`config.mk`:
```
export PLATFORM = sky130hd
export DESIGN_NAME = dmem_arbiter
export DESIGN_NICKNAME = d
export VERILOG_FILES = /design/src/rtl/dmem_arb_pkg.sv /design/src/rtl/dmem_arbiter_rr_pick.sv /design/src/rtl/dmem_arbiter.sv
export SDC_FILE = /design/constraint.sdc
export NUM_CORES = 1
export LEC_CHECK = 0
export BUFFER_PORTS_ARGS = -buffer_cell sky130_fd_sc_hd__buf_2
export CAP_MARGIN = 30
export CORE_MARGIN = 4
export CORE_UTILIZATION = 33
export DETAILED_ROUTE_END_ITERATION = 8
export PLACE_DENSITY = 0.83
export SLEW_MARGIN = 20
export SYNTH_ARGS = -nofsm -noshare
export SYNTH_HDL_FRONTEND = slang
export SYNTH_SLANG_ARGS = --single-unit
```
`constraint.sdc`:
```
create_clock -name clk -period 2.6 [get_ports clk]
set_input_delay 0.52 -clock clk [delete_from_list [all_inputs] [get_ports clk]]
set_output_delay 0.52 -clock clk [all_outputs]
set_load 0.1 [all_outputs]
```
`src/rtl/dmem_arb_pkg.sv`:
```
// Shared types for the data-memory arbiter: arbitration state, grant owner
// and lock counter helpers.
package dmem_arb_pkg;

  localparam int LOCK_W = 8;

  typedef enum logic [1:0] {
    IDLE     = 2'd0,
    LAST_CPU = 2'd1,
    LAST_AUX = 2'd2,
    LOCKED   = 2'd3
  } arb_state_t;

  typedef enum logic [1:0] {
    OWN_NONE = 2'd0,
    OWN_CPU  = 2'd1,
    OWN_AUX  = 2'd2
  } owner_t;

  // Saturating increment so a long lock cannot wrap back below the limit.
  function automatic logic [LOCK_W-1:0] lock_inc(input logic [LOCK_W-1:0] cnt,
                                                 input logic [LOCK_W-1:0] lim);
    if (cnt >= lim) begin
      return lim;
    end else begin
      return cnt + 8'd1;
    end
  endfunction

endpackage

```
`src/rtl/dmem_arbiter_rr_pick.sv`:
```
// Combinational grant decision: round-robin between CPU and aux, with a
// bounded aux lock that forces one CPU grant after MAX_LOCK locked grants.
module arb_rr_pick
  import dmem_arb_pkg::*;
#(
  parameter int MAX_LOCK = 8
) (
  input  arb_state_t              state_i,
  input  logic [LOCK_W-1:0]       lock_cnt_i,
  input  logic                    cpu_req_i,
  input  logic                    aux_req_i,
  output owner_t                  owner_o
);

  // Lock only holds while aux keeps requesting; otherwise plain round-robin.
  always_comb begin
    owner_o = OWN_NONE;
    if ((state_i == LOCKED) && aux_req_i) begin
      if (cpu_req_i && (lock_cnt_i >= LOCK_W'(MAX_LOCK))) begin
        owner_o = OWN_CPU;
      end else begin
        owner_o = OWN_AUX;
      end
    end else if (cpu_req_i && aux_req_i) begin
      if (state_i == LAST_CPU) begin
        owner_o = OWN_AUX;
      end else begin
        owner_o = OWN_CPU;
      end
    end else if (cpu_req_i) begin
      owner_o = OWN_CPU;
    end else if (aux_req_i) begin
      owner_o = OWN_AUX;
    end else begin
      owner_o = OWN_NONE;
    end
  end

endmodule

```
`src/rtl/dmem_arbiter.sv`:
```
// Shares one data-memory port between the CPU and an aux master; holds the
// arbitration state, drives the memory mux and registers aux read data.
module dmem_arbiter
  import dmem_arb_pkg::*;
#(
  parameter int n        = 16,
  parameter int MAX_LOCK = 8
) (
  input  logic         clk,
  input  logic         reset,
  input  logic         cpu_req,
  input  logic         cpu_we,
  input  logic [n-1:0] cpu_addr,
  input  logic [n-1:0] cpu_wdata,
  output logic [n-1:0] cpu_rdata,
  output logic         cpu_stall,
  input  logic         aux_req,
  input  logic         aux_we,
  input  logic [n-1:0] aux_addr,
  input  logic [n-1:0] aux_wdata,
  input  logic         aux_lock,
  output logic         aux_gnt,
  output logic [n-1:0] aux_rdata,
  output logic         aux_rvalid,
  output logic         mem_we,
  output logic [n-1:0] mem_addr,
  output logic [n-1:0] mem_wdata,
  input  logic [n-1:0] mem_rdata
);

  arb_state_t        state_q, state_d;
  logic [LOCK_W-1:0] lock_cnt_q, lock_cnt_d;
  logic [n-1:0]      aux_rdata_q, aux_rdata_d;
  logic              aux_rvalid_q, aux_rvalid_d;
  owner_t            owner_s;

  arb_rr_pick #(.MAX_LOCK(MAX_LOCK)) u_pick (
    .state_i    (state_q),
    .lock_cnt_i (lock_cnt_q),
    .cpu_req_i  (cpu_req),
    .aux_req_i  (aux_req),
    .owner_o    (owner_s)
  );

  // Next state and aux read pipeline. Only grants made while already LOCKED
  // count toward the limit, so the unlocked win that starts a lock is free.
  always_comb begin
    state_d      = state_q;
    lock_cnt_d   = lock_cnt_q;
    aux_rdata_d  = aux_rdata_q;
    aux_rvalid_d = 1'b0;
    case (owner_s)
      OWN_CPU: begin
        state_d    = LAST_CPU;
        lock_cnt_d = 8'd0;
      end
      OWN_AUX: begin
        if (aux_lock) begin
          state_d = LOCKED;
          if (state_q == LOCKED) begin
            lock_cnt_d = lock_inc(lock_cnt_q, LOCK_W'(MAX_LOCK));
          end else begin
            lock_cnt_d = 8'd0;
          end
        end else begin
          state_d    = LAST_AUX;
          lock_cnt_d = 8'd0;
        end
        if (!aux_we) begin
          aux_rvalid_d = 1'b1;
          aux_rdata_d  = mem_rdata;
        end else begin
          aux_rvalid_d = 1'b0;
        end
      end
      default: begin
        state_d    = IDLE;
        lock_cnt_d = 8'd0;
      end
    endcase
  end

  // Memory port mux; an idle port drives zeros so mem_we needs a grant.
  always_comb begin
    mem_we    = 1'b0;
    mem_addr  = '0;
    mem_wdata = '0;
    case (owner_s)
      OWN_CPU: begin
        mem_we    = cpu_we;
        mem_addr  = cpu_addr;
        mem_wdata = cpu_wdata;
      end
      OWN_AUX: begin
        mem_we    = aux_we;
        mem_addr  = aux_addr;
        mem_wdata = aux_wdata;
      end
      default: begin
        mem_we    = 1'b0;
        mem_addr  = '0;
        mem_wdata = '0;
      end
    endcase
  end

  assign cpu_rdata  = mem_rdata;
  assign cpu_stall  = cpu_req & (owner_s != OWN_CPU);
  assign aux_gnt    = (owner_s == OWN_AUX);
  assign aux_rdata  = aux_rdata_q;
  assign aux_rvalid = aux_rvalid_q;

  // State registers; reset favours the CPU on the first tie.
  always_ff @(posedge clk or negedge reset) begin
    if (!reset) begin
      state_q      <= LAST_AUX;
      lock_cnt_q   <= 8'd0;
      aux_rdata_q  <= '0;
      aux_rvalid_q <= 1'b0;
    end else begin
      state_q      <= state_d;
      lock_cnt_q   <= lock_cnt_d;
      aux_rdata_q  <= aux_rdata_d;
      aux_rvalid_q <= aux_rvalid_d;
    end
  end

endmodule

```
### After elaboration in Yosys (flattened, before gate mapping)

Index checks and enable logic that the tools add are counted.

| cells by class | value |
|---|---|
| $mul | 0 |
| divide/modulo/power cells | 0 |
| bitwise operators | 2 |
| reductions and logical operators | 4 |
| $lt $le $gt $ge | 1 |
| shifts and indexed selects | 0 |
| add/subtract/negate cells | 1 |
| mux-type cells | 17 |
| equality and inequality tests | 5 |

Operators with widths:

| operator | number |
|---|---|
| $pmux W16 S2 | 2 |
| $mux W8 | 4 |
| $mux W2 | 6 |
| $add A8 B1 Y8 const B | 1 |
| $ge A8 B4 Y1 const B | 1 |
| $eq A2 B1 Y1 const B | 2 |
| $eq A2 B2 Y1 const B | 2 |
| $pmux W2 S2 | 1 |
| $logic_and A1 B1 Y1 | 3 |
| $mux W1 | 3 |
| $ne A2 B1 Y1 const B | 1 |
| $pmux W1 S2 | 1 |
| $reduce_and A2 Y1 | 1 |
| $and A1 B1 Y1 | 1 |
| $not A1 Y1 | 1 |

| word-level totals | value |
|---|---|
| bits of input ports | 87 |
| bits in writable memories | 0 |
| memory bits (read-only) | 0 |
| output and inout bits | 68 |
| latch bits | 0 |
| memories | 0 |
| register bits after elaboration | 27 |

### Depth between registers and ports, before layout

Gate-level depths: netlist (run 1).

| depth | value |
|---|---|
| word-level depth | 6 |
| mapped depth | 8 |

### Modules after synthesis

A second synthesis (run 1) with hierarchy kept.

| second synthesis, totals | value |
|---|---|
| cells, all modules | 168 |
| area total of the unflattened synthesis | 1697.9 µm² |

Modules (own cells, without submodules):

| module | area each (µm²) | instances | cells an instance |
|---|---|---|---|
| dmem_arbiter | 1645.3 | 1 | 162 |
| arb_rr_pick | 52.6 | 1 | 6 |

### Worst setup path before layout (run 1)

No wires, ideal clock.

| timing path | value |
|---|---|
| path type | register -> output |
| start point | register lock_cnt_q[6] |
| end point | output mem_addr[11] |
| required time | 2080 ps |
| data arrival time | 3876 ps |
| setup slack | -1796 ps |
| cell stages (with the launch flop) | 8 |
| path through | dfrtp_1 or4_4 o211a_1 nor2_1 ha_1 buf_1 a22oi_1 nor2_1 |

| on the way | value |
|---|---|
| word-level cells in the longest chain between the ends | 6 |

Ends and longest elaborated chain:

| what | line | RTL |
|---|---|---|
| from (decl) | dmem_arbiter.sv:32 | `logic [LOCK_W-1:0] lock_cnt_q, lock_cnt_d;` |
| from (signal assigned) | dmem_arbiter.sv:122 | `lock_cnt_q <= lock_cnt_d;` |
| $ge A8 B4 Y1 | dmem_arbiter_rr_pick.sv:19 | `if (cpu_req_i && (lock_cnt_i >= LOCK_W'(MAX_LOCK))) begin` |
| $logic_and A1 B1 Y1 | dmem_arbiter_rr_pick.sv:19 |  |
| $mux W2 | dmem_arbiter_rr_pick.sv:19 |  |
| $mux W2 | dmem_arbiter_rr_pick.sv:18 | `if ((state_i == LOCKED) && aux_req_i) begin` |
| $eq A2 B2 Y1 | n/a |  |
| named net aux_gnt | dmem_arbiter.sv:22 | `output logic aux_gnt,` |
| $pmux W16 S2 | dmem_arbiter.sv:88 | `case (owner_s)` |
| to (decl) | dmem_arbiter.sv:26 | `output logic [n-1:0] mem_addr,` |

The timed path passes the listed nets, and every way through them passes these cells.

### Worst setup path after layout (run 1)

| timing path | value |
|---|---|
| start point | register lock_cnt_q[6] |
| end point | output mem_addr[11] |

| on the way | value |
|---|---|
| word-level cells in the longest chain between the ends | 6 |

Ends and longest elaborated chain:

| what | line |
|---|---|
| $ge A8 B4 Y1 (*) | dmem_arbiter_rr_pick.sv:19 |
| $logic_and A1 B1 Y1 (*) | dmem_arbiter_rr_pick.sv:19 |
| $mux W2 (*) | dmem_arbiter_rr_pick.sv:19 |
| $mux W2 (*) | dmem_arbiter_rr_pick.sv:18 |
| $eq A2 B2 Y1 / $eq A2 B1 Y1 (equally long branches) | dmem_arbiter.sv:88 |
| $pmux W16 S2 (*) | dmem_arbiter.sv:88 |

Every way passes the cells marked *; elsewhere a longest branch is shown, timed or not.

==> summary.txt, run 1 <==
dpl hpwl: 4.70 mm
Synth area leaders: dfrtp_1, a22oi_1, mux2_2
clock power share: 8.2%
DR top layer: met4
CP max stage cell: or4_4
M1 wire length: 2.49 mm
clk sinks: 27
CTS Buffer Depth: 2
vias: 1918
WS Path Type: reg -> out
setup violators final: 35
Max Freq: 319 MHz
placeable core area: 4720 um2
drt initial violations: 33
power per cell area: 823 nW/um2
Critical Path Start Type: flop
die height: 77.7 um
Post-DRT Antenna Nets: 0
Vias/cell: 4.89
Root Driver: clkbuf_8
Syn Std Cell Area: 1600 um2
final net count: 418
initial antenna violation count: 0
crit path cell chain: or4_4 > o211a_4 > or2_4 > ha_4 > clkbuf_16 > a22oi_2 > nor2_4 > buf_12
antenna cells: 0
largest area contributor in the netlist: dfrtp_1
number of port buffers: 154
minimum clock period: 3.14 ns
Final Wtd Congestion: 0.777
sw frac: 58.3%
R2R Path End: aux_rdata[2]
Area Overhead vs Synth: 130%
gr ovfl total: 0
num ports: 155
gr usage total: 21.0%
share of cells above drive strength 1: 85.2%
cts bufs inserted: 3
routed wl met3: 488 um
final slew viol count: 0
DRC viols: 0
R2R cell count: 8
Starting Density: 34.0%
final worst path period share: 121%
Hold Buf Count CTS: 0
share of the synthesized area in the top cell type: 40.6%
Detailed Routing Iterations Pass 1: 4
routed len/inst: 17.9 um
WP data required: 2.08 ns
register area share after synthesis: 42.2%
Post-synth EDFFs: 0
first-pass GRT wire length: 10.1 mm
WL final: 7.02 mm
Net Sw Power: 0.00177 W
Synth Instances: 168
Worst VDD drop: 0.936 mV
Crit Path Max Fanout: 11
Internal: 0.00127 W
Syn Area/Cell: 9.55 um2
Netlist cell types: 23
full die area: 6040 um2
RSZ-0062 raised after global routing: yes
met2 WL: 3.99 mm
pin count of the biggest net entering global routing: 28
final worst slack: -0.537 ns
reg2reg setup slack: 0.07 ns
vias in the first global route: 2125
MaxCap Viol Count: 0
nature of the critical path endpoint: output pin
Pleak: 1.61 nW
FF-to-FF Start: lock_cnt_q[6]
CTS tree: done
Comb power frac: 73.5%
failing checks: negative setup slack
status: finished, violations left
max incr delay on CP: 0.54 ns
Worst-Margin Slew: 0.587 ns
Fin. Hold Viols: 0
Async SR Flop Fraction: 100%
Setup Skew: 0.00214 ns
Clock transition at path regs: 0.10 ns
Synth Warn #: 0
Synth Flop Type: dfrtp_1
sequential power share: 18.3%
worst slack, placed: -0.275 ns
post-synthesis register bit count: 27
WHS: 0.240 ns
Slew HR: 60.5%
HP Class: in -> async
worst path arrival time: 2.62 ns
maximum level of the CTS H-tree: 1
worst skew pair latency: 0.27 ns
Die Span X: 77.7 um
Rows: 25
==> worst max path at each step <==
stage,start,to,slack [ns],depth (start not counted)
2_1_floorplan,lock_cnt_q[6],mem_addr[4],-0.43,7
3_3_place_gp,lock_cnt_q[6],mem_wdata[8],-0.21,8
3_5_place_dp,lock_cnt_q[6],mem_addr[6],-0.28,8
4_1_cts,lock_cnt_q[6],mem_addr[13],-0.48,8
5_1_grt,lock_cnt_q[6],mem_addr[11],-0.59,8
6_report,lock_cnt_q[6],mem_addr[11],-0.54,8
==> per-layer routing <==
layer,up-vias,GRT usage (%)
met3,6,3.71
met2,91,41.9
met5,-,0
met4,0,4.63
met1,936,22.4
li1,885,-
==> kinds of logic after synthesis <==
logic type,share of synthesized area (%)
AOI/OAI and AO/OA,17.6
xor gates and xnor gates,0.546
adders and majority gates,3.90
buffers and inverters,11.6
DFF,42.2
muxes,11.2
other,0.234
and+or+nand+nor,12.7
==> critical path: cells and delay by family, from the launching register on <==
family	cells	cell delay, ns
and+or+nand+nor	3	0.90
AOI/OAI and AO/OA	2	0.48
buffers and inverters	2	0.36
DFF	1	0.38
adders and majority gates	1	0.22
==> metrics by stage <==
stage	TNS, ns	cell area, um2	util, %	cells	total power (W)
finish	-17.05	3690	78.2	392	0.00304
global route	-19.14	3690	78.2	392	0.00315
CTS	-15.92	3570	75.5	384	0.00298
detailed placement	-7.58	3220	68.2	375	0.00262
global placement	-5.61	3220	68.2	375	0.00259
floorplan	-14.22	1990	-	171	0.00213
==> repair_timing <==
action	in CTS	in global routing
pin swaps	22	11
gates resized for setup	49	7
buffers inserted	3	5
endpoints found under the setup margin	35	51
cloned	2	3
==> sequential cells by signal, summed over array words and instances, names as in the netlist <==
name	count
aux_rdata	16
lock_cnt_q	8
state_q	2
aux_rvalid	1
==> final cells by class <==
type	count	area, um2
Sequential cell	27	677
Tap cell	67	83.8
Clock inverter	1	8.76
Fill cell	286	1030
Clock buffer	3	41.3
Inverter	4	15.0
Multi-Input combinational cell	111	1220
Timing Repair Buffer	179	1650
==> synthesized netlist by cell type (all sizes together), types with 2 or more instances <==
| cell | instances |
|---|---|
| clkbuf | 9 |
| ha | 5 |
| mux2 | 16 |
| inv | 4 |
| nor2 | 41 |
| or2 | 2 |
| a21oi | 2 |
| dfrtp | 26 |
| buf | 20 |
| a22oi | 33 |
==> power groups by stage <==
stage | Clock (W) | Combinational (W) | Sequential, W
3_3_place_gp | 0 | 0.00203 | 0.000556
4_1_cts | 0.000259 | 0.00217 | 0.000558
3_5_place_dp | 0 | 0.00205 | 0.000565
6_report | 0.000248 | 0.00224 | 0.000556
2_1_floorplan | 0 | 0.000946 | 0.00119
5_1_grt | 0.000278 | 0.00230 | 0.000570
==> cells in the final DEF, fill, tap and decap left out, drive strengths merged <==
cell	n
ha	5
a22oi	33
dfstp	1
inv	5
or3	1
or2	2
a21oi	2
o21ai	1
clkbuf	6
mux2	16
o211a	1
nor2	41
buf	176
conb	4
dfrtp	26
a311oi	1
nand4	1
nor2b	1
or4	1
xnor2	1
Power figures use the tool's default switching activity.
==> inputs of run 2 (changes only) <==
==> constraint.sdc (replaced) <==
create_clock -name clk -period 2.6 [get_ports clk]
set_input_delay 0.39 -clock clk [delete_from_list [all_inputs] [get_ports clk]]
set_output_delay 0.39 -clock clk [all_outputs]
set_load 0.005 [all_outputs]
==> summary.txt, run 2 (synthesized netlist as in run 1, its figures left out) <==
share of cells above drive strength 1: 76.4% (was 85.2%)
Max Freq: 357 MHz (was 319 MHz)
final worst slack: -0.205 ns (was -0.537 ns)
final net count: 406 (was 418)
routed len/inst: 15.0 um (was 17.9 um)
Post-DRT Antenna Nets: 0 (unchanged)
clk sinks: 27 (unchanged)
Die Span X: 77.7 um (unchanged)
full die area: 6040 um2 (unchanged)
Layout Utilization: 59.9% (was 78.2%)
vias: 1864 (was 1918)
final worst path period share: 108% (was 121%)
die height: 77.7 um (unchanged)
Crit Path Max Fanout: 8 (was 11)
CTS Buffer Depth: 2 (unchanged)
nature of the critical path endpoint: output pin (unchanged)
Fill cells: 403 (was 286)
Clock transition at path regs: 0.08 ns (was 0.10 ns)
most common cell after layout, fill and taps aside: buf_2 (unchanged)
number of port buffers: 154 (unchanged)
failing checks: negative setup slack (unchanged)
Setup Skew: 0.000940 ns (was 0.00214 ns)
status: finished, violations left (unchanged)
Fin. Hold Viols: 0 (unchanged)
dpl hpwl: 3.94 mm (was 4.70 mm)
Root Driver: clkbuf_8 (unchanged)
RSZ-0062 raised after global routing: yes (unchanged)
drt initial violations: 43 (was 33)
maximum level of the CTS H-tree: 1 (unchanged)
minimum clock period: 2.80 ns (was 3.14 ns)
Worst-Margin Slew: 0.574 ns (was 0.587 ns)
CTS tree: done (unchanged)
antenna cells: 0 (unchanged)
Critical Path Start Type: flop (unchanged)
setup violators final: 34 (was 35)
final slew viol count: 0 (unchanged)
Pleak: 1.43 nW (was 1.61 nW)
initial antenna violation count: 0 (unchanged)
placeable core area: 4720 um2 (unchanged)
WS Path Type: reg -> out (unchanged)
num ports: 155 (unchanged)
Starting Density: 34.0% (unchanged)
DRC viols: 0 (unchanged)
worst path arrival time: 2.41 ns (was 2.62 ns)
Area Overhead vs Synth: 76.5% (was 130%)
HP Class: in -> async (unchanged)
Final Wtd Congestion: 0.797 (was 0.777)
worst skew pair latency: 0.26 ns (was 0.27 ns)
Slew HR: 61.7% (was 60.5%)
gr usage total: 17.0% (was 21.0%)
power per cell area: 522 nW/um2 (was 823 nW/um2)
WP data required: 2.21 ns (was 2.08 ns)
Worst VDD drop: 0.251 mV (was 0.936 mV)
max reg flops: 16 (unchanged)
first-pass GRT wire length: 8.51 mm (was 10.1 mm)
Rows: 25 (unchanged)
pin count of the biggest net entering global routing: 28 (unchanged)
Detailed Routing Iterations Pass 1: 4 (unchanged)
WL final: 5.69 mm (was 7.02 mm)
MaxCap Viol Count: 0 (unchanged)
worst slack, placed: 0.0599 ns (was -0.275 ns)
Vias/cell: 4.91 (was 4.89)
gr ovfl total: 0 (unchanged)
cts bufs inserted: 3 (unchanged)
vias in the first global route: 1875 (was 2125)
most frequent cells in the layout: buf_2, a22oi_2, nor2_1, dfrtp_1, mux2_2 (was buf_2, buf_12, nor2_4, a22oi_2, dfrtp_1)
[run 2: final cells by class]
| type | instances | area (um2) | share of cell area, % |
|---|---|---|---|
| clock buffers | 4 | 45.0 | 1.59 |
| inverters | 4 | 15.0 | 0.530 |
| multi-input cells | 111 | 992 | 35.0 |
| flip-flops and latches | 27 | 677 | 23.9 |
| well taps | 67 | 83.8 | 2.96 |
| repair buffers | 167 | 1020 | 36.0 |
[run 2: final timing paths]
| path | startpoint | endpoint | slack (ns) | cells past startpoint |
|---|---|---|---|---|
| min in group clk | mem_rdata[12] | aux_rdata[12] | 0.37 | 2 |
| max | lock_cnt_q[6] | mem_wdata[13] | -0.20 | 7 |
| max in group asynchronous | reset | state_q[1] | 2.11 | 1 |
| min | reset | aux_rdata[6] | 0.11 | 1 |
| min reg2reg | aux_rdata[15] | aux_rdata[15] | 0.51 | 1 |
| max reg2reg | lock_cnt_q[6] | aux_rdata[13] | 0.16 | 7 |
[run 2: timing repair]
| action | in CTS | in global routing |
|---|---|---|
| gates resized for setup | 32 | 26 |
| hold buffers | 0 | 0 |
| cloned | 2 | 3 |
| pin swaps | 8 | 8 |
| setup endpoints to repair | 34 | 35 |
| setup buffers | 1 | 0 |
[run 2: stage by stage]
stage / cells / area [um2] / total power (W) / hold WS [ns] / TNS, ns
finish: 380 / 2830 / 0.00148 / 0.114 / -5.75
global placement: 370 / 2400 / 0.00107 / 0.417 / 0
CTS: 377 / 2650 / 0.00142 / 0.125 / -5.58
floorplan: 171 / 1620 / 0.000811 / 0.0944 / 0
global route: 380 / 2830 / 0.00159 / 0.144 / -9.12
detailed placement: 370 / 2400 / 0.00109 / 0.420 / 0
[run 2: where the power goes]
part | switching (W) | internal, W
sequential | 0.0000389 | 0.000511
combinational | 0.000310 | 0.000391
clock | 0.000117 | 0.000109
total | 0.000465 | 0.00101
[run 2: per-layer routing]
| metal | part of all wire, % | vias up | global-route usage, % |
|---|---|---|---|
| met5 | 0 | - | 0 |
| met4 | 1.0 | 0 | 4.63 |
| met3 | 6.7 | 10 | 4.18 |
| met2 | 54 | 80 | 31.6 |
| met1 | 38 | 913 | 19.2 |
| li1 | - | 861 | - |
[run 2: critical path: stages, from the launching register on]
cell     delay, ns
dfrtp_1       0.37
or4_4         0.55
o211a_4       0.27
or2_4         0.24
ha_4          0.30
buf_16        0.16
nor2_1        0.11
buf_2         0.14
